===== config.mk =====
export PLATFORM = sky130hd
export DESIGN_NAME = vga_fb_arbiter
export DESIGN_NICKNAME = d
export VERILOG_FILES = /design/src/rtl/vga_fb_arbiter.sv
export SDC_FILE = /design/constraint.sdc
export NUM_CORES = 1
export LEC_CHECK = 0
export BUFFER_PORTS_ARGS = -buffer_cell sky130_fd_sc_hd__buf_4
export CORE_ASPECT_RATIO = 1.4
export CORE_UTILIZATION = 43
export DETAILED_ROUTE_END_ITERATION = 7
export GPL_TIMING_DRIVEN = 0
export PLACE_DENSITY = 0.79
export SLEW_MARGIN = 15
export SYNTH_ARGS = -nofsm -noshare
export SYNTH_HDL_FRONTEND = slang
export SYNTH_SLANG_ARGS = --single-unit

===== constraint.sdc =====
create_clock -name clk -period 3.8 [get_ports clk]
set_clock_uncertainty 0.2 [all_clocks]
set_input_delay 0.19 -clock clk [delete_from_list [all_inputs] [get_ports clk]]
set_output_delay 0.19 -clock clk [all_outputs]
set_load 0.05 [all_outputs]

===== src/rtl/vga_fb_arbiter.sv =====
// Framebuffer port arbiter: VGA scan-out reads take the single-port RAM during
// the active area; a pixel writer is served in the remaining cycles. Scan-out
// pixels come back registered, two cycles after the hcount/vcount sample.
module vga_fb_arbiter #(
    parameter int unsigned H_ACTIVE = 800,
    parameter int unsigned V_ACTIVE = 600,
    parameter int unsigned ADDR_W   = 19,
    parameter int unsigned DATA_W   = 8
) (
    input  logic              clk,
    input  logic              reset,
    input  logic [10:0]       hcount,
    input  logic [9:0]        vcount,
    input  logic              wr_req,
    input  logic [ADDR_W-1:0] wr_addr,
    input  logic [DATA_W-1:0] wr_data,
    output logic              wr_ack,
    output logic              wr_err,
    output logic              mem_en,
    output logic              mem_we,
    output logic [ADDR_W-1:0] mem_addr,
    output logic [DATA_W-1:0] mem_wdata,
    input  logic [DATA_W-1:0] mem_rdata,
    output logic [DATA_W-1:0] pix_data,
    output logic              pix_valid,
    output logic              frame_start
);

    // Pixel count held one bit wider than the address so it is representable
    // even when the framebuffer exactly fills the address space.
    localparam logic [ADDR_W:0]   PIX_TOTAL = (ADDR_W+1)'(H_ACTIVE * V_ACTIVE);
    localparam logic [ADDR_W:0]   PIX_LAST  = PIX_TOTAL - (ADDR_W+1)'(1);
    localparam logic [ADDR_W-1:0] ADDR_ONE  = ADDR_W'(1);
    localparam logic [10:0]       H_LIM     = 11'(H_ACTIVE);
    localparam logic [9:0]        V_LIM     = 10'(V_ACTIVE);

    // Writer FSM: a grant is followed by two dead cycles so a request that is
    // still high with stale data is never written twice.
    localparam logic [1:0] StIdle = 2'd0;
    localparam logic [1:0] StAck  = 2'd1;
    localparam logic [1:0] StTurn = 2'd2;

    logic [1:0]        state_q, state_d;
    logic [ADDR_W-1:0] rd_ptr_q, rd_ptr_d;
    logic              mem_en_q, mem_en_d;
    logic              mem_we_q, mem_we_d;
    logic [ADDR_W-1:0] mem_addr_q, mem_addr_d;
    logic [DATA_W-1:0] mem_wdata_q, mem_wdata_d;
    logic              wr_ack_q, wr_ack_d;
    logic              wr_err_q, wr_err_d;
    logic              frame_start_q, frame_start_d;
    logic              rd_s1_q, rd_s1_d;
    logic              rd_s2_q, rd_s2_d;
    logic              pix_valid_q, pix_valid_d;
    logic [DATA_W-1:0] pix_data_q, pix_data_d;

    logic              read_slot;
    logic              frame_origin;
    logic              wr_in_range;
    logic [ADDR_W-1:0] rd_addr;

    // Decode the current timing sample and the writer's address range.
    always_comb begin
        read_slot    = (hcount < H_LIM) && (vcount < V_LIM);
        frame_origin = (hcount == 11'd0) && (vcount == 10'd0);
        wr_in_range  = {1'b0, wr_addr} < PIX_TOTAL;
        // The pointer reloads at the frame origin so address 0 is read that cycle.
        rd_addr      = frame_origin ? '0 : rd_ptr_q;
    end

    // Next-state for the writer FSM, the RAM port and the pixel pipeline.
    always_comb begin
        state_d       = state_q;
        rd_ptr_d      = rd_ptr_q;
        mem_en_d      = 1'b0;
        mem_we_d      = 1'b0;
        mem_addr_d    = mem_addr_q;
        mem_wdata_d   = mem_wdata_q;
        wr_ack_d      = 1'b0;
        wr_err_d      = 1'b0;
        frame_start_d = frame_origin;

        // The FSM sequence is independent of read slots; only the grant is blocked.
        unique case (state_q)
            StIdle:  if (!read_slot && wr_req) state_d = StAck;
            StAck:   state_d = StTurn;
            StTurn:  state_d = StIdle;
            default: state_d = StIdle;
        endcase

        if (read_slot) begin
            mem_en_d   = 1'b1;
            mem_addr_d = rd_addr;
            rd_ptr_d   = ({1'b0, rd_addr} == PIX_LAST) ? '0 : rd_addr + ADDR_ONE;
        end else if (state_q == StIdle && wr_req) begin
            wr_ack_d = 1'b1;
            if (wr_in_range) begin
                mem_en_d    = 1'b1;
                mem_we_d    = 1'b1;
                mem_addr_d  = wr_addr;
                mem_wdata_d = wr_data;
            end else begin
                // Out-of-range writes are consumed but never reach the RAM.
                wr_err_d = 1'b1;
            end
        end

        // Read issued at edge k, RAM data valid after k+1, captured at k+2.
        rd_s1_d     = read_slot;
        rd_s2_d     = rd_s1_q;
        pix_valid_d = rd_s2_q;
        pix_data_d  = rd_s2_q ? mem_rdata : pix_data_q;
    end

    // State registers with synchronous active-high reset.
    always_ff @(posedge clk) begin
        if (reset) begin
            state_q       <= StIdle;
            rd_ptr_q      <= '0;
            mem_en_q      <= 1'b0;
            mem_we_q      <= 1'b0;
            mem_addr_q    <= '0;
            mem_wdata_q   <= '0;
            wr_ack_q      <= 1'b0;
            wr_err_q      <= 1'b0;
            frame_start_q <= 1'b0;
            rd_s1_q       <= 1'b0;
            rd_s2_q       <= 1'b0;
            pix_valid_q   <= 1'b0;
            pix_data_q    <= '0;
        end else begin
            state_q       <= state_d;
            rd_ptr_q      <= rd_ptr_d;
            mem_en_q      <= mem_en_d;
            mem_we_q      <= mem_we_d;
            mem_addr_q    <= mem_addr_d;
            mem_wdata_q   <= mem_wdata_d;
            wr_ack_q      <= wr_ack_d;
            wr_err_q      <= wr_err_d;
            frame_start_q <= frame_start_d;
            rd_s1_q       <= rd_s1_d;
            rd_s2_q       <= rd_s2_d;
            pix_valid_q   <= pix_valid_d;
            pix_data_q    <= pix_data_d;
        end
    end

    assign wr_ack      = wr_ack_q;
    assign wr_err      = wr_err_q;
    assign mem_en      = mem_en_q;
    assign mem_we      = mem_we_q;
    assign mem_addr    = mem_addr_q;
    assign mem_wdata   = mem_wdata_q;
    assign pix_data    = pix_data_q;
    assign pix_valid   = pix_valid_q;
    assign frame_start = frame_start_q;

endmodule

==> metrics <==
outcome finished clean; minimum hold slack 0.0124 ns; gr usage total 0.266; Antenna Diode Count 0; PD cells 395 nW/um^2; post-synthesis sequential area ratio 0.410; Post-synth EDFFs 0; Total Nets Final 540; worst endpoint required time 3.87 ns; maximum vdd ir drop 0.188 mV; syn nets 409; Synth cell types between 50 and 60; Pins Over Slew Limit 0; crit path DAT around 3.5 ns; Initial Util 0.447; final worst slack 0.391 ns; worst-path cell chain buf_4, nor4_1, and4_1, nand2_1, clkbuf_1, and2_1, ha_1, nand4_1, nor2_1, nand4_1, clkbuf_1, nand3_1, o21ai_0; area grow syn2layout 41.2%; largest net degree at the start of global routing 11; Synth warnings 0; Startpoint Class primary input; Setup violations, final 0; Synth Instances 349; gr ovfl total 0; clock latency on the worst-skew pair 0.35 ns; Synth Register Bits 64; Pleak 1.80 nW; IO buf count 99; Main synth FF type dfxtp_1; via count 3292; hold crit path type primary input to flop; GPL Wtd Cong just over 0.9; Relative slew margins 0.532; unrepaired setup endpoints after global routing false; Antenna Violating Nets Remaining 0; crit end category flop; fraction of registers with async set/reset 0; Avg Cell Area, Syn 8.95 sq um; average vias per placed instance 5.68; Final min period 3.41 ns; CTS clk-pin slew, worst paths around 0.07 ns; DRT Pass-1 Iters 4; Max stage delay on crit path 0.39 ns; Finished Core Util 0.632; initial antenna violation count 0; worst slew pin tran 0.699 ns; I/O Pins 100; Num CTS Buffers 9; vias in the first global route 3319; worst slack, placed 0.0763 ns; Max-Cap Viols 0; # fillers ~580; total negative setup slack 0 ns; Clock Path Buffers 2; slowest CP cell nor4_1; Critical Setup Path Class primary input to flop; first-pass GRT wire length 15.3 mm; Fin. Hold Viols 0; CTS tree built; DR WL/cell 16.5 microns; Crit Path Max Fanout 10; detailed placement HPWL a little under 7 mm; post-synthesis cell area 3120 sq um; Die W 74.0 microns; layout cell share with drive strength beyond 1 0.274; # H-tree levels 3; Site Rows 36; chip height 103 microns; Final Cycle Share 0.897; Peak Freq 0.293 GHz; DIE AREA between 7000 and 8000 sq um; Setup Fix Bufs, Post-CTS 0; Core Area 6980 sq um; DRC violations left 0; DRT iter0 DRCs 129; Root Buffer clkbuf_8; multi-input logic area roughly 1700 sq um; clock sink count between 60 and 70; Sequential Area 1280 sq um; DRT Wirelength ~9.6 mm
[cell usage in the layout (no fill, tap or decap), drive strengths merged, types with 3 or more instances in the layout]
master / netlist / routed
buf: 7 / 106
dfxtp: 64 / 64
nand3: 27 / 27
clkbuf: 13 / 26
nor2: 24 / 24
dlygate4sd3: 0 / 21
nand2: 21 / 21
o21ai: 19 / 19
a21oi: 18 / 18
mux2i: 18 / 18
a2bb2oi: 10 / 10
inv: 9 / 9
nand4: 8 / 8
a211oi: 8 / 8
a21o: 8 / 8
a31oi: 7 / 7
nor4: 6 / 6
and3: 6 / 6
o211ai: 6 / 6
and4: 5 / 5
a41oi: 5 / 5
nor2b: 5 / 5
o2111ai: 4 / 4
o21a: 4 / 4
o2bb2ai: 4 / 4
nor3: 4 / 4
and2: 3 / 3
a41o: 3 / 3
mux2: 3 / 3
[critical path, delay by kind of cell]
family,cells,cell delay [ns]
adders and majority gates,1,0.23
and+or+nand+nor,8,1.99
AOI/OAI and AO/OA,1,0.22
buffers and inverters,3,0.84
[routing by layer]
metal / share of wire / vias up / GRT usage
li1: - / 1597 / -
met2: 0.52 / 134 / 0.473
met5: 0 / - / 0
met3: 0.064 / 30 / 0.0655
met4: 0.041 / 0 / 0.158
met1: 0.38 / 1531 / 0.276
[per-stage QoR]
step           power (W)  instances  instance area, sq um
6_report         0.00174        580                  4410
4_1_cts          0.00175        580                  4410
5_1_grt          0.00182        580                  4410
3_3_place_gp     0.00109        543                  3990
2_1_floorplan   0.000966        349                  3120
3_5_place_dp     0.00110        543                  3990
[cell families after synthesis]
kind of cell	share of synthesized area
buffers and inverters	0.0408
AND/OR/NAND/NOR	0.201
XOR/XNOR	0.00561
multiplexers	0.0685
AO/OA/AOI/OAI	0.270
flip-flops	0.410
adder cells (fa/ha/maj)	0.00400
[final timing paths]
kind                from           end  slack [ns]  cells after the start
max reg2reg  rd_ptr_q[1]  rd_ptr_q[17]        1.23                      8
max            vcount[6]  rd_ptr_q[17]        0.39                     13
min          wr_addr[15]        wr_err        0.01                      3
min reg2reg   state_q[1]    state_q[1]        0.25                      1
[repair_timing]
action                    in CTS  in global routing
hold endpoints to repair      23                  0
gates resized for setup        0                  0
hold buffers                  21                  0
[layout make-up]
| class | instances | area share |
|---|---|---|
| clock inverters | 3 | 0.0148 |
| well taps | 95 | 0.0270 |
| inverters | 10 | 0.00851 |
| multi-input cells | 255 | 0.389 |
| plain buffers | 20 | 0.0204 |
| flip-flops and latches | 64 | 0.290 |
| repair buffers | 120 | 0.216 |
| clock buffers | 13 | 0.0338 |
[state kept, by name, indices dropped and copies added, names as in the netlist]
signal and flops:
pix_valid_d 1, pix_valid 1, mem_en 1, rd_ptr_q 19, frame_start 1, pix_data 8
state_q 2, wr_ack 1, mem_addr 19, mem_wdata 8, mem_we 1, rd_s1_q 1
wr_err 1
[where the power goes]
group	switching (W)	internal, W	total (W)
Combinational	0.000220	0.000151	0.000371
Clock	0.000252	0.000387	0.000639
Sequential	0.0000257	0.000708	0.000734
[cell usage after synthesis, types with 4 or more instances]
master | number | area [sq um]
nor2b_1 | 5 | 31.3
o2bb2ai_1 | 4 | 35.0
o21ai_0 | 17 | 85.1
mux2i_1 | 18 | 180
and3_1 | 6 | 37.5
a2bb2oi_1 | 10 | 87.6
nand3_1 | 26 | 130
nand4_1 | 8 | 50.1
a211oi_1 | 8 | 60.1
buf_2 | 6 | 30.0
o211ai_1 | 6 | 45.0
a21o_1 | 8 | 60.1
o2111ai_1 | 4 | 35.0
nor2_1 | 23 | 86.3
a41oi_1 | 5 | 43.8
clkbuf_1 | 13 | 48.8
o21a_1 | 4 | 30.0
a21oi_1 | 18 | 90.1
nor4_1 | 6 | 37.5
and4_1 | 5 | 43.8
a31oi_1 | 6 | 37.5
inv_1 | 9 | 33.8
nand2_1 | 20 | 75.1
dfxtp_1 | 64 | 1280
Power figures use the tool's default switching activity.
